===== src/rtl/uart_receiver.sv =====
// uart_receiver: 8N1 UART receive stage, LSB first.
// The RxD line passes through a two-flop synchronizer and is oversampled
// OVERSAMPLE times per bit. Each bit is decided by a 3-sample majority vote
// around the bit centre. Start and stop bits are validated. Each good byte is
// presented with a one-cycle rx_valid strobe. A bad stop bit pulses
// framing_error, then the block waits for the line to return high.
module uart_receiver #(
    parameter int CLK_FREQ   = 50_000_000,
    parameter int BAUD_RATE  = 115200,
    parameter int OVERSAMPLE = 16,
    parameter int TICK_DIV   = CLK_FREQ / (BAUD_RATE * OVERSAMPLE)
) (
    input  logic       clk,
    input  logic       reset,
    input  logic       RxD,
    output logic [7:0] RxData,
    output logic       rx_valid,
    output logic       framing_error,
    output logic       busy
);

    localparam int M  = OVERSAMPLE / 2;
    localparam int TW = (TICK_DIV > 1) ? $clog2(TICK_DIV) : 1;
    localparam int OW = $clog2(OVERSAMPLE);

    localparam logic [TW-1:0] TICK_LAST = TW'(TICK_DIV - 1);
    localparam logic [OW-1:0] OS_LAST   = OW'(OVERSAMPLE - 1);
    localparam logic [OW-1:0] OS_S0     = OW'(M - 1);
    localparam logic [OW-1:0] OS_S1     = OW'(M);
    localparam logic [OW-1:0] OS_DEC    = OW'(M + 1);

    typedef enum logic [2:0] {
        IDLE,
        START,
        DATA,
        STOP,
        BREAK_WAIT
    } state_t;

    state_t          state;
    logic            rx_m;
    logic            rx_s;
    logic            rx_prev;
    logic [TW-1:0]   tick_cnt;
    logic [OW-1:0]   os_cnt;
    logic [2:0]      bit_idx;
    logic [7:0]      shreg;
    logic            s0;
    logic            s1;
    logic            tick;
    logic            start_edge;
    logic            vote;
    logic            at_dec;
    logic            at_end;

    // Two-flop synchronizer plus one delayed copy for falling-edge detection
    always_ff @(posedge clk) begin
        if (!reset) begin
            rx_m    <= 1'b1;
            rx_s    <= 1'b1;
            rx_prev <= 1'b1;
        end else begin
            rx_m    <= RxD;
            rx_s    <= rx_m;
            rx_prev <= rx_s;
        end
    end

    // Tick strobe, start-edge detect, and the majority vote of the two stored
    // samples with the current sample.
    always_comb begin
        tick       = (tick_cnt == TICK_LAST);
        start_edge = (state == IDLE) && rx_prev && !rx_s;
        vote       = (s0 & s1) | (s0 & rx_s) | (s1 & rx_s);
        at_dec     = tick && (os_cnt == OS_DEC);
        at_end     = tick && (os_cnt == OS_LAST);
    end

    // Receive FSM with its tick/oversample counters and registered outputs
    always_ff @(posedge clk) begin
        if (!reset) begin
            state         <= IDLE;
            tick_cnt      <= '0;
            os_cnt        <= '0;
            bit_idx       <= '0;
            shreg         <= '0;
            s0            <= 1'b1;
            s1            <= 1'b1;
            RxData        <= '0;
            rx_valid      <= 1'b0;
            framing_error <= 1'b0;
            busy          <= 1'b0;
        end else begin
            rx_valid      <= 1'b0;
            framing_error <= 1'b0;

            // Bit timing restarts from the detected start edge
            if (start_edge || tick) begin
                tick_cnt <= '0;
            end else begin
                tick_cnt <= tick_cnt + 1'b1;
            end

            if (start_edge) begin
                os_cnt <= '0;
            end else if (tick) begin
                os_cnt <= (os_cnt == OS_LAST) ? '0 : os_cnt + 1'b1;
            end

            if (tick && (os_cnt == OS_S0)) begin
                s0 <= rx_s;
            end
            if (tick && (os_cnt == OS_S1)) begin
                s1 <= rx_s;
            end

            case (state)
                IDLE: begin
                    busy <= 1'b0;
                    if (start_edge) begin
                        state <= START;
                        busy  <= 1'b1;
                    end
                end

                START: begin
                    if (at_dec && vote) begin
                        // Start bit did not hold low at its centre: treat as a glitch
                        state <= IDLE;
                        busy  <= 1'b0;
                    end else if (at_end) begin
                        state   <= DATA;
                        bit_idx <= '0;
                    end
                end

                DATA: begin
                    if (at_dec) begin
                        shreg[bit_idx] <= vote;
                    end
                    if (at_end) begin
                        if (bit_idx == 3'd7) begin
                            state <= STOP;
                        end else begin
                            bit_idx <= bit_idx + 1'b1;
                        end
                    end
                end

                STOP: begin
                    // Decide at the stop-bit centre so the next start edge can
                    // follow as soon as half a bit later.
                    if (at_dec) begin
                        if (vote) begin
                            RxData   <= shreg;
                            rx_valid <= 1'b1;
                            state    <= IDLE;
                            busy     <= 1'b0;
                        end else begin
                            framing_error <= 1'b1;
                            state         <= BREAK_WAIT;
                        end
                    end
                end

                BREAK_WAIT: begin
                    // A held-low line must go high before a new start edge counts
                    if (rx_s) begin
                        state <= IDLE;
                        busy  <= 1'b0;
                    end
                end

                default: begin
                    state <= IDLE;
                    busy  <= 1'b0;
                end
            endcase
        end
    end

endmodule


===== config.mk =====
export PLATFORM = sky130hd
export DESIGN_NAME = uart_receiver
export DESIGN_NICKNAME = d
export VERILOG_FILES = /design/src/rtl/uart_receiver.sv
export SDC_FILE = /design/constraint.sdc
export NUM_CORES = 1
export LEC_CHECK = 0
export CELL_PAD_IN_SITES_DETAIL_PLACEMENT = 2
export CELL_PAD_IN_SITES_GLOBAL_PLACEMENT = 2
export CORE_MARGIN = 2
export CORE_UTILIZATION = 35
export CTS_CLUSTER_DIAMETER = 120
export DETAILED_ROUTE_END_ITERATION = 6
export GPL_TIMING_DRIVEN = 0
export PLACE_DENSITY = 0.84
export SYNTH_ARGS = -nofsm -noshare
export SYNTH_HDL_FRONTEND = slang
export SYNTH_SLANG_ARGS = --single-unit

===== constraint.sdc =====
create_clock -name clk -period 2.39 [get_ports clk]
set_input_delay 0.478 -clock clk [delete_from_list [all_inputs] [get_ports clk]]
set_output_delay 0.478 -clock clk [all_outputs]
set_load 0.03 [all_outputs]

Word level (Yosys, flattened, before mapping). Index checks and enable logic that the tools add are counted.

Bits of input ports: 3. Output and inout bits: 11. Word-level logic and storage cells: 93. Flip-flop bits (word level): 39.

$add $sub $neg: 3. Bitwise logic cells: 7. Mux-type cells: 26. $lt $le $gt $ge: 2. Reductions and logical operators: 20. Equality and inequality tests: 21.

Operators by type and width (number): $mux W3 (12); $ne A2 B2 Y1 const B (10); $pmux W3 S5 (1); $eq A4 B4 Y1 const B (3); $reduce_and A5 Y1 (2); $bwmux W8 (1); $logic_and A1 B1 Y1 (8); $mux W1 (8); $eq A3 B2 Y1 const B (2); $eq A3 B3 Y1 const B (2); $pmux W3 S2 (1); $reduce_and A3 Y1 (2); $reduce_and A6 Y1 (1); $add A5 B1 Y5 const B (1); $eq A5 B5 Y1 const B (1); $pmux W1 S5 (1); $add A4 B1 Y4 const B (1); $eq A4 B3 Y1 const B (1); $lt A3 B4 Y1 const B (1); $mux W4 (1); $reduce_or A2 Y1 (2); $add A3 B1 Y3 const B (1); $and A1 B1 Y1 (3); $demux W1 S3 (1); other kinds (10) (12).

Logic depth before layout (Yosys ltp). Gate-level depths: netlist (run 1).

Depth after elaboration: 6. Mapped depth: 8. Mapped depth without buffers: 7.

Worst setup path after synthesis (run 1). No wires, ideal clock.

Path type: register -> register. Start: reg tick_cnt[0]. End: reg RxData[0]. Path buffers: 1. Clock period less this slack: 1678 ps. Data required time: 2262 ps. Arrival time: 1550 ps. Slack: 712 ps. Library setup time: 128 ps. Cell stages (with the launch flop): 9. Path through: dfxtp_1 > inv_1 > ha_1 > and4b_1 > and3_1 > clkbuf_1 > nand2_2 > mux2i_1 > nor2_1.

Cells in the longest elaborated chain, start to end: 3.

Ends and longest elaborated chain: start: declaration (line 44) `logic [TW-1:0] tick_cnt;`; start signal: assignment (line 101) `tick_cnt <= tick_cnt + 1'b1;`; $eq A5 B5 Y1 (line 72) `tick = (tick_cnt == TICK_LAST);`; $logic_and A1 B1 Y1 (line 75) `at_dec = tick && (os_cnt == OS_DEC);`; $reduce_and A3 Y1 (no source line); end signal: assignment (line 155) `RxData <= shreg;`; end: declaration (line 16) `output logic [7:0] RxData,`.

No other way between the ends. A chain may end at the register's enable or synchronous reset.

Final worst setup path (run 1).
Start: reg tick_cnt[0]. End: reg shreg[3].

Cells in the longest elaborated chain, start to end: 3.

Ends and longest elaborated chain: $eq A5 B5 Y1 (line 72); $logic_and A1 B1 Y1 (line 75); $reduce_and A2 Y1 (no source line); end signal: indexed assignment (line 139) `shreg[bit_idx] <= vote;`; end: declaration (line 47) `logic [7:0] shreg;`.

No other way between the ends.

==> results.json, run 1 <==
{
  "avgSynthCellArea_um2": 9.034,
  "synth_top_area_frac": 0.4321,
  "clkTransAtPathRegs_ns": 0.08,
  "die-area_um2": 5752,
  "setup_viol": 0,
  "clock-sinks": 39,
  "cts_root_buffer": "clkbuf_8",
  "ys_seq_elements": 39,
  "regArea_um2": 780.7,
  "clock.fmax_mhz": 499.4,
  "clk_path_buf_depth": 2,
  "post-place-ws_ns": 0.3445,
  "cp_max_fo": 6,
  "ctsHtreeMaxLevel": 2,
  "arrival_ns": 2.17,
  "hold_buffers": 0,
  "antenna_found_initial": 0,
  "power_density_nw_per_um2": 723.6,
  "rows": 26,
  "setup_slack_ns": 0.3875,
  "worstPathBufferInverterCount": 1,
  "internal_power_mw": 1.178,
  "synth_edf_count": 0,
  "grt_max_degree": 13,
  "drc": 0,
  "cts_buffers": 5,
  "drive_gt1_frac": 0.09050,
  "setup_tns_ns": 0,
  "clk_latency_ns": 0.29,
  "crit_path_max_incr_delay_ns": 0.35,
  "status": "finished, final reports clean",
  "finalNonFillerCells": 291,
  "routed_wl_um": 4591,
  "synth_ff_type": "dfxtp_1",
  "wl_per_cell_um": 15.78,
  "finalClockSkew_ns": 0.01123,
  "syn_inst": 200,
  "cts_tree": "built",
  "ys_warn_count": 0,
  "fin_crit_ns": 2.003,
  "route.vias.total": 1481,
  "core_um2": 5042,
  "peakVddDrop_v": 0.0003110,
  "ctsResizeCount": 0,
  "mostFrequentLayoutCells": "39 x dfxtp_1, 31 x nor2_1, 19 x nand2_1",
  "synth_area_leader_cell": "dfxtp_1",
  "switchingPower_uw": 383.0,
  "hold_path_class": "reg2reg",
  "path_delay_family": "simple AND/OR/NAND/NOR gates",
  "grt_pass1_wl_um": 7769,
  "layout.nets": 230,
  "drv_cap": 0,
  "io_buffers": 13,
  "firstDrtPassIters": 3,
  "combPwrFrac": 0.145,
  "synthTopCellsByArea": "dfxtp_1 43%, mux2i_1 9.4%, nor2_1 6.4%",
  "synthDistinctLibCells": 43,
  "worstMarginPinSlew_ns": 0.4832,
  "maxSlewHeadroom": 0.6767,
  "netlist_area_um2": 1807,
  "grt_usage": 0.1800,
  "post_drt_via_cell_ratio": 5.089,
  "multi_input_area_um2": 945.9,
  "grt-ovfl-total": 0,
  "critical_path.slowest_cell": "and4b_1",
  "critical_path.endpoint_type": "flop",
  "num_io_pins": 14,
  "nFillCells": 564,
  "ant_nets": 0,
  "cp_cell_sequence": "inv_1 > ha_1 > and4b_1 > nand4_1 > nor3b_1 > mux2i_1 > nor2_1",
  "hold_viol": 0,
  "crit_path_start_kind": "flop",
  "p_seq_frac": 0.437,
  "drv_slew": 0,
  "critical_path_class": "reg2reg",
  "die_h_um": 75.85,
  "grt_pass1_vias": 1603,
  "initial_core_util": 0.3583,
  "die-width_um": 75.85,
  "yosysSeqAreaShare": 0.4321,
  "swShare": 0.2454,
  "clkPwrFrac": 0.418,
  "cp.required_ns": 2.56,
  "postCtsSetupRepairBufs": 0,
  "ys_async_sr_fraction": 0,
  "p_leak_nw": 0.8715,
  "gp_congestion": 0.7689,
  "drtIter0Drc": 38,
  "diodes": 0,
  "place_hpwl_um": 3268,
  "syn_nets": 210,
  "rsz0062_at_grt": "false",
  "area_growth_pct": 19.39,
  "min_period_over_period": 0.8379,
  "mostFrequentLayoutCell": "dfxtp_1",
  "dpl.cell_count": 283
}
area by class of cell:
class | instances | area share
Multi-Input combinational cell | 145 | 0.4385
Sequential cell | 39 | 0.3619
Timing Repair Buffer | 13 | 0.06032
Tap cell | 70 | 0.04060
Clock buffer | 6 | 0.03364
Buffer | 11 | 0.02842
Clock inverter | 2 | 0.02784
Inverter | 5 | 0.008701
power by group through the flow:
stage / sequential (mW) / clock [mW] / combinational (mW)
global route: 0.685 / 0.693 / 0.251
floorplan: 0.697 / 0 / 0.168
CTS: 0.682 / 0.671 / 0.228
detailed placement: 0.697 / 0 / 0.221
global placement: 0.696 / 0 / 0.215
finish: 0.682 / 0.653 / 0.226
state kept, by name, summed over array words and instances (netlist names):
signal / cells
RxData: 8
bit_idx: 3
busy: 1
framing_error: 1
os_cnt: 4
rx_m: 1
rx_prev: 1
rx_s: 1
rx_valid: 1
s0: 1
s1: 1
shreg: 8
state: 3
tick_cnt: 5
metal layers:
| metal | GRT usage | vias up | wire length (um) |
|---|---|---|---|
| met3 | 0.03571 | 4 | 71 |
| met1 | 0.2186 | 735 | 2066 |
| li1 | - | 730 | - |
| met5 | 0 | - | 0 |
| met4 | 0.05263 | 0 | 45 |
| met2 | 0.3199 | 12 | 2409 |
per-stage QoR:
stage	total power [mW]	area (um2)	hold WS [ns]	util
floorplan	0.8649	1807	0.3863	-
detailed placement	0.9186	2024	0.4011	0.4015
global route	1.628	2157	0.4509	0.4278
CTS	1.581	2157	0.4220	0.4278
finish	1.561	2157	0.4199	0.4278
global placement	0.9111	2024	0.3885	0.4015
cell usage after synthesis (5+ instances only):
master    instances
nand2_1          19
nand3_1           9
nor2_1           31
inv_1             5
a21oi_1          10
dfxtp_1          39
nor3_1            5
mux2i_1          17
clkbuf_1          5
ha_1              7
cells by family (layout without fill, tap and decap cells):
kind of cell / count (synthesis) / count (layout) / synth area share
multiplexers: 17 / 17 / 0.09418
flip-flops: 39 / 39 / 0.4321
AND/OR/NAND/NOR: 91 / 91 / 0.2673
buffers and inverters: 16 / 37 / 0.04432
AO/OA/AOI/OAI: 25 / 25 / 0.08866
XOR/XNOR: 4 / 4 / 0.01939
adder cells (fa/ha/maj): 8 / 8 / 0.05401
worst paths after layout:
path | startpoint | endpoint | slack, ns | cells after the start
max reg2reg | tick_cnt[0] | shreg[3] | 0.39 | 7
min | rx_m | rx_s | 0.42 | 1
min reg2reg | rx_m | rx_s | 0.42 | 1
max | tick_cnt[0] | shreg[3] | 0.39 | 7
Power figures use the tool's default switching activity.
==> run 2: changes to the inputs <==
--- a/config.mk
+++ b/config.mk
@@ -8,11 +8,11 @@
 export CELL_PAD_IN_SITES_DETAIL_PLACEMENT = 2
 export CELL_PAD_IN_SITES_GLOBAL_PLACEMENT = 2
 export CORE_MARGIN = 2
-export CORE_UTILIZATION = 35
+export CORE_UTILIZATION = 32
 export CTS_CLUSTER_DIAMETER = 120
 export DETAILED_ROUTE_END_ITERATION = 6
 export GPL_TIMING_DRIVEN = 0
-export PLACE_DENSITY = 0.84
+export PLACE_DENSITY = 0.81
 export SYNTH_ARGS = -nofsm -noshare
 export SYNTH_HDL_FRONTEND = slang
 export SYNTH_SLANG_ARGS = --single-unit
==> constraint.sdc (replaced) <==
create_clock -name clk -period 1.8 [get_ports clk]
set_input_delay 0.36 -clock clk [delete_from_list [all_inputs] [get_ports clk]]
set_output_delay 0.36 -clock clk [all_outputs]
set_load 0.03 [all_outputs]
==> run 2 against run 1 <==
Effect of this change: clock skew down 0.0023 ns; worst setup slack worse by 0.31 ns; sequential share of layout area down 1.5 points; final cell count up 4.1%; core utilization down 1.1 points; global-route usage down 0.76 points; register-to-register slack worse by 0.31 ns; maximum frequency up 16%; total power up 21%; non-clock buffer count up 9; routed wire length up 11%; largest cell class unchanged; largest power group unchanged.
==> results.json, run 2 (synthesis results as in run 1) <==
{
  "status": "finished, final reports clean",
  "fin_crit_ns": 1.719,
  "gp_congestion": 0.7905,
  "io_buffers": 13,
  "startpoint": "state[1]",
  "grt-ovfl-total": 0,
  "initial_core_util": 0.3301,
  "num_io_pins": 14,
  "grt_usage": 0.1724,
  "min_period_over_period": 0.9550,
  "rr_startpoint": "state[1]",
  "drc": 0,
  "wl_per_cell_um": 16.85,
  "core_um2": 5473,
  "setup_viol": 0,
  "hold_depth": 1,
  "finalClockSkew_ns": 0.008964,
  "diodes": 0,
  "cts_tree": "built",
  "power_density_nw_per_um2": 830.4,
  "hold_buffers": 0,
  "setup_slack_ns": 0.08095,
  "clkTransAtPathRegs_ns": 0.08,
  "ctsHtreeMaxLevel": 2,
  "route.vias.total": 1533,
  "die_h_um": 79.14,
  "top_regs": "RxData x8, shreg x8, tick_cnt x5",
  "critical_path_class": "reg2reg",
  "crit_path_start_kind": "flop",
  "post_drt_via_cell_ratio": 5.059,
  "postLayoutCellArea_um2": 2283,
  "post-place-ws_ns": -0.2047,
  "drv_slew": 0,
  "dpl_cell_area_um2": 2027,
  "hold_viol": 0,
  "finalCoreUtilization": 0.4172,
  "cts_root_buffer": "clkbuf_8",
  "drv_cap": 0,
  "area_growth_pct": 26.39,
  "setup_tns_ns": 0,
  "r2r_cells": 6,
  "routed_wl_um": 5107,
  "cp_max_fo": 7,
  "finalNonFillerCells": 303,
  "rows": 27,
  "peakVddDrop_v": 0.0004088,
  "whs_ns": 0.4219,
  "nFillCells": 613,
  "rsz0062_at_grt": "true",
  "clock-sinks": 39,
  "clk_latency_ns": 0.30,
  "drtIter0Drc": 77,
  "grt_max_degree": 12,
  "layout.nets": 240,
  "firstDrtPassIters": 4,
  "die-area_um2": 6263,
  "clock.fmax_mhz": 581.7,
  "arrival_ns": 1.89,
  "dpl.cell_count": 285,
  "mostFrequentLayoutCell": "dfxtp_1",
  "hold_start": "rx_m",
  "ant_nets": 0,
  "drive_gt1_frac": 0.2121,
  "cp.required_ns": 1.97,
  "clk_path_buf_depth": 2,
  "mostFrequentLayoutCells": "32 x dfxtp_1, 29 x nor2_1, 19 x nand2_1",
  "critical_path.endpoint_type": "flop",
  "place_hpwl_um": 3213,
  "antenna_found_initial": 0,
  "hold_path_class": "reg2reg",
  "maxSlewHeadroom": 0.6284,
  "worstMarginPinSlew_ns": 0.5574,
  "p_leak_nw": 0.9456,
  "die-width_um": 79.14,
  "cts_buffers": 5,
  "grt_pass1_vias": 1629,
  "fin_total_pwr_mw": 1.896,
  "grt_pass1_wl_um": 8231
}
run 2: cell count changes in the layout (fill, tap and decap cells not counted), sizes merged:
cell    before  now
bufinv       2    0
buf          6   16
nand2       20   21
clkbuf      11   12
run 2: timing repair:
action,in CTS,in global routing
setup endpoints to repair,20,20
gates cloned,1,0
setup buffers,5,7
pin swaps,3,5
resized for setup,9,15
run 2: metal layers:
metal  wire length, um  vias up  share of wire  global-route usage
met4               105        0          0.021             0.07414
li1                  -      749              -                   -
met1              2247      759           0.44              0.2097
met5                 0        -              0                   0
met3               103        9          0.020             0.03523
met2              2650       16           0.52              0.2941
run 2: worst paths after layout:
check	to	slack [ns]
worst max register to register	shreg[4]	0.08
worst min register to register	rx_s	0.42
worst max-delay path	shreg[4]	0.08
worst min-delay path	rx_s	0.42
run 2: final cells by class:
cell class	instances	area, um2	area share
flip-flops and latches	39	792.0	0.3468
clock buffers	8	100.1	0.04384
multi-input cells	146	1017	0.4455
well taps	72	90.09	0.03945
inverters	5	18.77	0.008219
plain buffers	8	41.29	0.01808
repair buffers	25	224.0	0.09808
run 2: power by group:
part	internal [mW]	total, mW	switching (mW)	leakage, nW
logic	0.127	0.298	0.171	0.575
clock network	0.350	0.664	0.314	0.0515
registers	0.893	0.934	0.0412	0.319
total	1.37	1.90	0.526	0.946
run 2: critical path, stage by stage (launching register included):
cell and delay (ns):
dfxtp_2 0.33, buf_6 0.11, or3b_4 0.43, nor4_4 0.34
nand3b_1 0.14, mux2i_1 0.19, nor2_1 0.05
==> run 3: changes to the inputs <==
==> config.mk (replaced) <==
export PLATFORM = sky130hd
export DESIGN_NAME = uart_receiver
export DESIGN_NICKNAME = d
export VERILOG_FILES = /design/src/rtl/uart_receiver.sv
export SDC_FILE = /design/constraint.sdc
export NUM_CORES = 1
export LEC_CHECK = 0
export CORE_MARGIN = 2
export CORE_UTILIZATION = 35
export CTS_CLUSTER_DIAMETER = 120
export DETAILED_ROUTE_END_ITERATION = 6
export GPL_TIMING_DRIVEN = 0
export PLACE_DENSITY = 0.61
export SYNTH_ARGS = -nofsm -noshare
export SYNTH_HDL_FRONTEND = slang
export SYNTH_SLANG_ARGS = --single-unit
==> run 3 against run 2 <==
Effect of this change: clock power down 13%; register-to-register slack better by 0.02 ns; total power down 5.9%; critical path depth up 1.
==> results.json, run 3 (synthesis results as in run 1) <==
{
  "ant_nets": 0,
  "setup_tns_ns": 0,
  "clk_latency_ns": 0.29,
  "peakVddDrop_v": 0.0004540,
  "drv_slew": 0,
  "die-area_um2": 5752,
  "grt-ovfl-total": 0,
  "post_drt_via_cell_ratio": 4.878,
  "num_io_pins": 14,
  "power_density_nw_per_um2": 803.6,
  "cts_tree": "built",
  "critical_path_class": "reg2reg",
  "diodes": 0,
  "rows": 26,
  "cp_cell_sequence": "ha_4 > and4b_2 > nand4_1 > buf_6 > nor3b_4 > mux2i_1 > nor2_1",
  "fin_total_pwr_mw": 1.785,
  "routed_wl_um": 3511,
  "fin_crit_ns": 1.699,
  "route.vias.total": 1444,
  "cts_root_buffer": "clkbuf_8",
  "drc": 0,
  "initial_core_util": 0.3583,
  "hold_depth": 1,
  "grt_max_degree": 13,
  "die_h_um": 75.85,
  "clock.fmax_mhz": 588.6,
  "drive_gt1_frac": 0.1726,
  "die-width_um": 75.85,
  "dpl.cell_count": 283,
  "drtIter0Drc": 54,
  "r2r_cells": 7,
  "critical_path.endpoint_type": "flop",
  "p_seq_frac": 0.508,
  "hold_path_class": "reg2reg",
  "grt_usage": 0.1342,
  "area_growth_pct": 22.92,
  "cp_max_fo": 4,
  "clock-sinks": 39,
  "crit_path_max_incr_delay_ns": 0.39,
  "post-place-ws_ns": -0.1193,
  "gp_congestion": 0.8217,
  "p_leak_nw": 0.9096,
  "critical_path.slowest_cell": "dfxtp_1",
  "swShare": 0.2773,
  "mostFrequentLayoutCell": "dfxtp_1",
  "mostFrequentLayoutCells": "37 x dfxtp_1, 29 x nor2_1, 19 x nand2_1",
  "setup_viol": 0,
  "worstMarginPinSlew_ns": 0.4428,
  "finalCoreUtilization": 0.4404,
  "place_hpwl_um": 2346,
  "drv_cap": 0,
  "crit_path_start_kind": "flop",
  "worstPathBufferInverterCount": 1,
  "cp.required_ns": 1.97,
  "path_delay_family": "simple AND/OR/NAND/NOR gates",
  "firstDrtPassIters": 4,
  "ctsHtreeMaxLevel": 2,
  "grt_pass1_wl_um": 5789,
  "grt_pass1_vias": 1236,
  "min_period_over_period": 0.9439,
  "hold_end": "rx_s",
  "hold_start": "rx_m",
  "maxSlewHeadroom": 0.7048,
  "combPwrFrac": 0.168,
  "hold_viol": 0,
  "layout.nets": 235,
  "cts_buffers": 5,
  "switchingPower_uw": 495.0,
  "reg2reg_to": "shreg[5]",
  "finalNonFillerCells": 296,
  "finalClockSkew_ns": 0.008050,
  "arrival_ns": 1.87,
  "wl_per_cell_um": 11.86,
  "top_regs": "RxData x8, shreg x8, tick_cnt x5",
  "clk_path_buf_depth": 2,
  "internal_power_mw": 1.290,
  "ff2ff_setup_slack_ns": 0.10,
  "hold_buffers": 0,
  "core_um2": 5042,
  "status": "finished, final reports clean",
  "setup_slack_ns": 0.1010,
  "clkTransAtPathRegs_ns": 0.08,
  "io_buffers": 13,
  "rr_startpoint": "tick_cnt[1]",
  "clkPwrFrac": 0.324,
  "antenna_found_initial": 0
}
## run 3: cell count changes in the layout (fill, tap and decap cells not counted)
| cell | delta |
|---|---|
| buf_6 | +1 |
| clkbuf_8 | -2 |
| buf_2 | +1 |
| clkinvlp_4 | +1 |
| dfxtp_1 | +5 |
| dfxtp_2 | -4 |
| clkinv_2 | +1 |
| buf_4 | -7 |
| dfxtp_4 | -1 |
## run 3: how the worst max path moves through the flow
stage | to | from | cells after the start | slack [ns]
final | shreg[5] | tick_cnt[1] | 7 | 0.10
after global routing | shreg[5] | tick_cnt[1] | 7 | -0.03
after CTS | shreg[4] | state[2] | 6 | 0.03
after detailed placement | RxData[5] | tick_cnt[0] | 8 | -0.12
after global placement | RxData[5] | tick_cnt[0] | 8 | -0.1
after floorplan | RxData[0] | tick_cnt[0] | 8 | 0.12
## run 3: cell type report
type,instances,area (um2)
Fill cell,512,2821
Multi-Input combinational cell,146,1017
Sequential cell,39,783.3
Timing Repair Buffer,18,171.4
Tap cell,70,87.58
Clock buffer,6,72.57
Buffer,10,57.56
Inverter,5,18.77
Clock inverter,2,12.51
## run 3: timing repair
| action | CTS | global route |
|---|---|---|
| endpoints found under the setup margin | 15 | 19 |
| gates resized for setup | 6 | 12 |
| pin swaps | 3 | 4 |
| setup buffers | 2 | 3 |
| cloned | 1 | 0 |
## run 3: worst reg2reg max path: cells and delay by family, from the launching register on
| family | cells | cell delay (ns) |
|---|---|---|
| AND/OR/NAND/NOR | 4 | 0.65 |
| buffers and inverters | 1 | 0.16 |
| flip-flops | 1 | 0.39 |
| multiplexers | 1 | 0.20 |
| adder cells (fa/ha/maj) | 1 | 0.17 |
## run 3: per-layer routing
metal / part of all wire / wire [um] / vias to the layer above / global-route usage
met1: 0.50 / 1746 / 667 / 0.1840
met3: 0.047 / 165 / 6 / 0.03968
met4: 0.017 / 58 / 0 / 0.05263
li1: - / - / 741 / -
met2: 0.44 / 1541 / 30 / 0.1973
met5: 0 / 0 / - / 0
## run 3: through the flow
step / area, um2 / hold slack (ns)
finish: 2221 / 0.4102
global placement: 2024 / 0.3882
CTS: 2155 / 0.4135
global route: 2221 / 0.4310
floorplan: 1807 / 0.3863
detailed placement: 2024 / 0.3964
## run 3: power groups by stage
stage / Clock, mW / Combinational, mW / Sequential, mW
2_1_floorplan: 0 / 0.223 / 0.925
3_3_place_gp: 0 / 0.277 / 0.924
3_5_place_dp: 0 / 0.278 / 0.924
4_1_cts: 0.596 / 0.282 / 0.904
5_1_grt: 0.627 / 0.334 / 0.908
6_report: 0.578 / 0.300 / 0.906
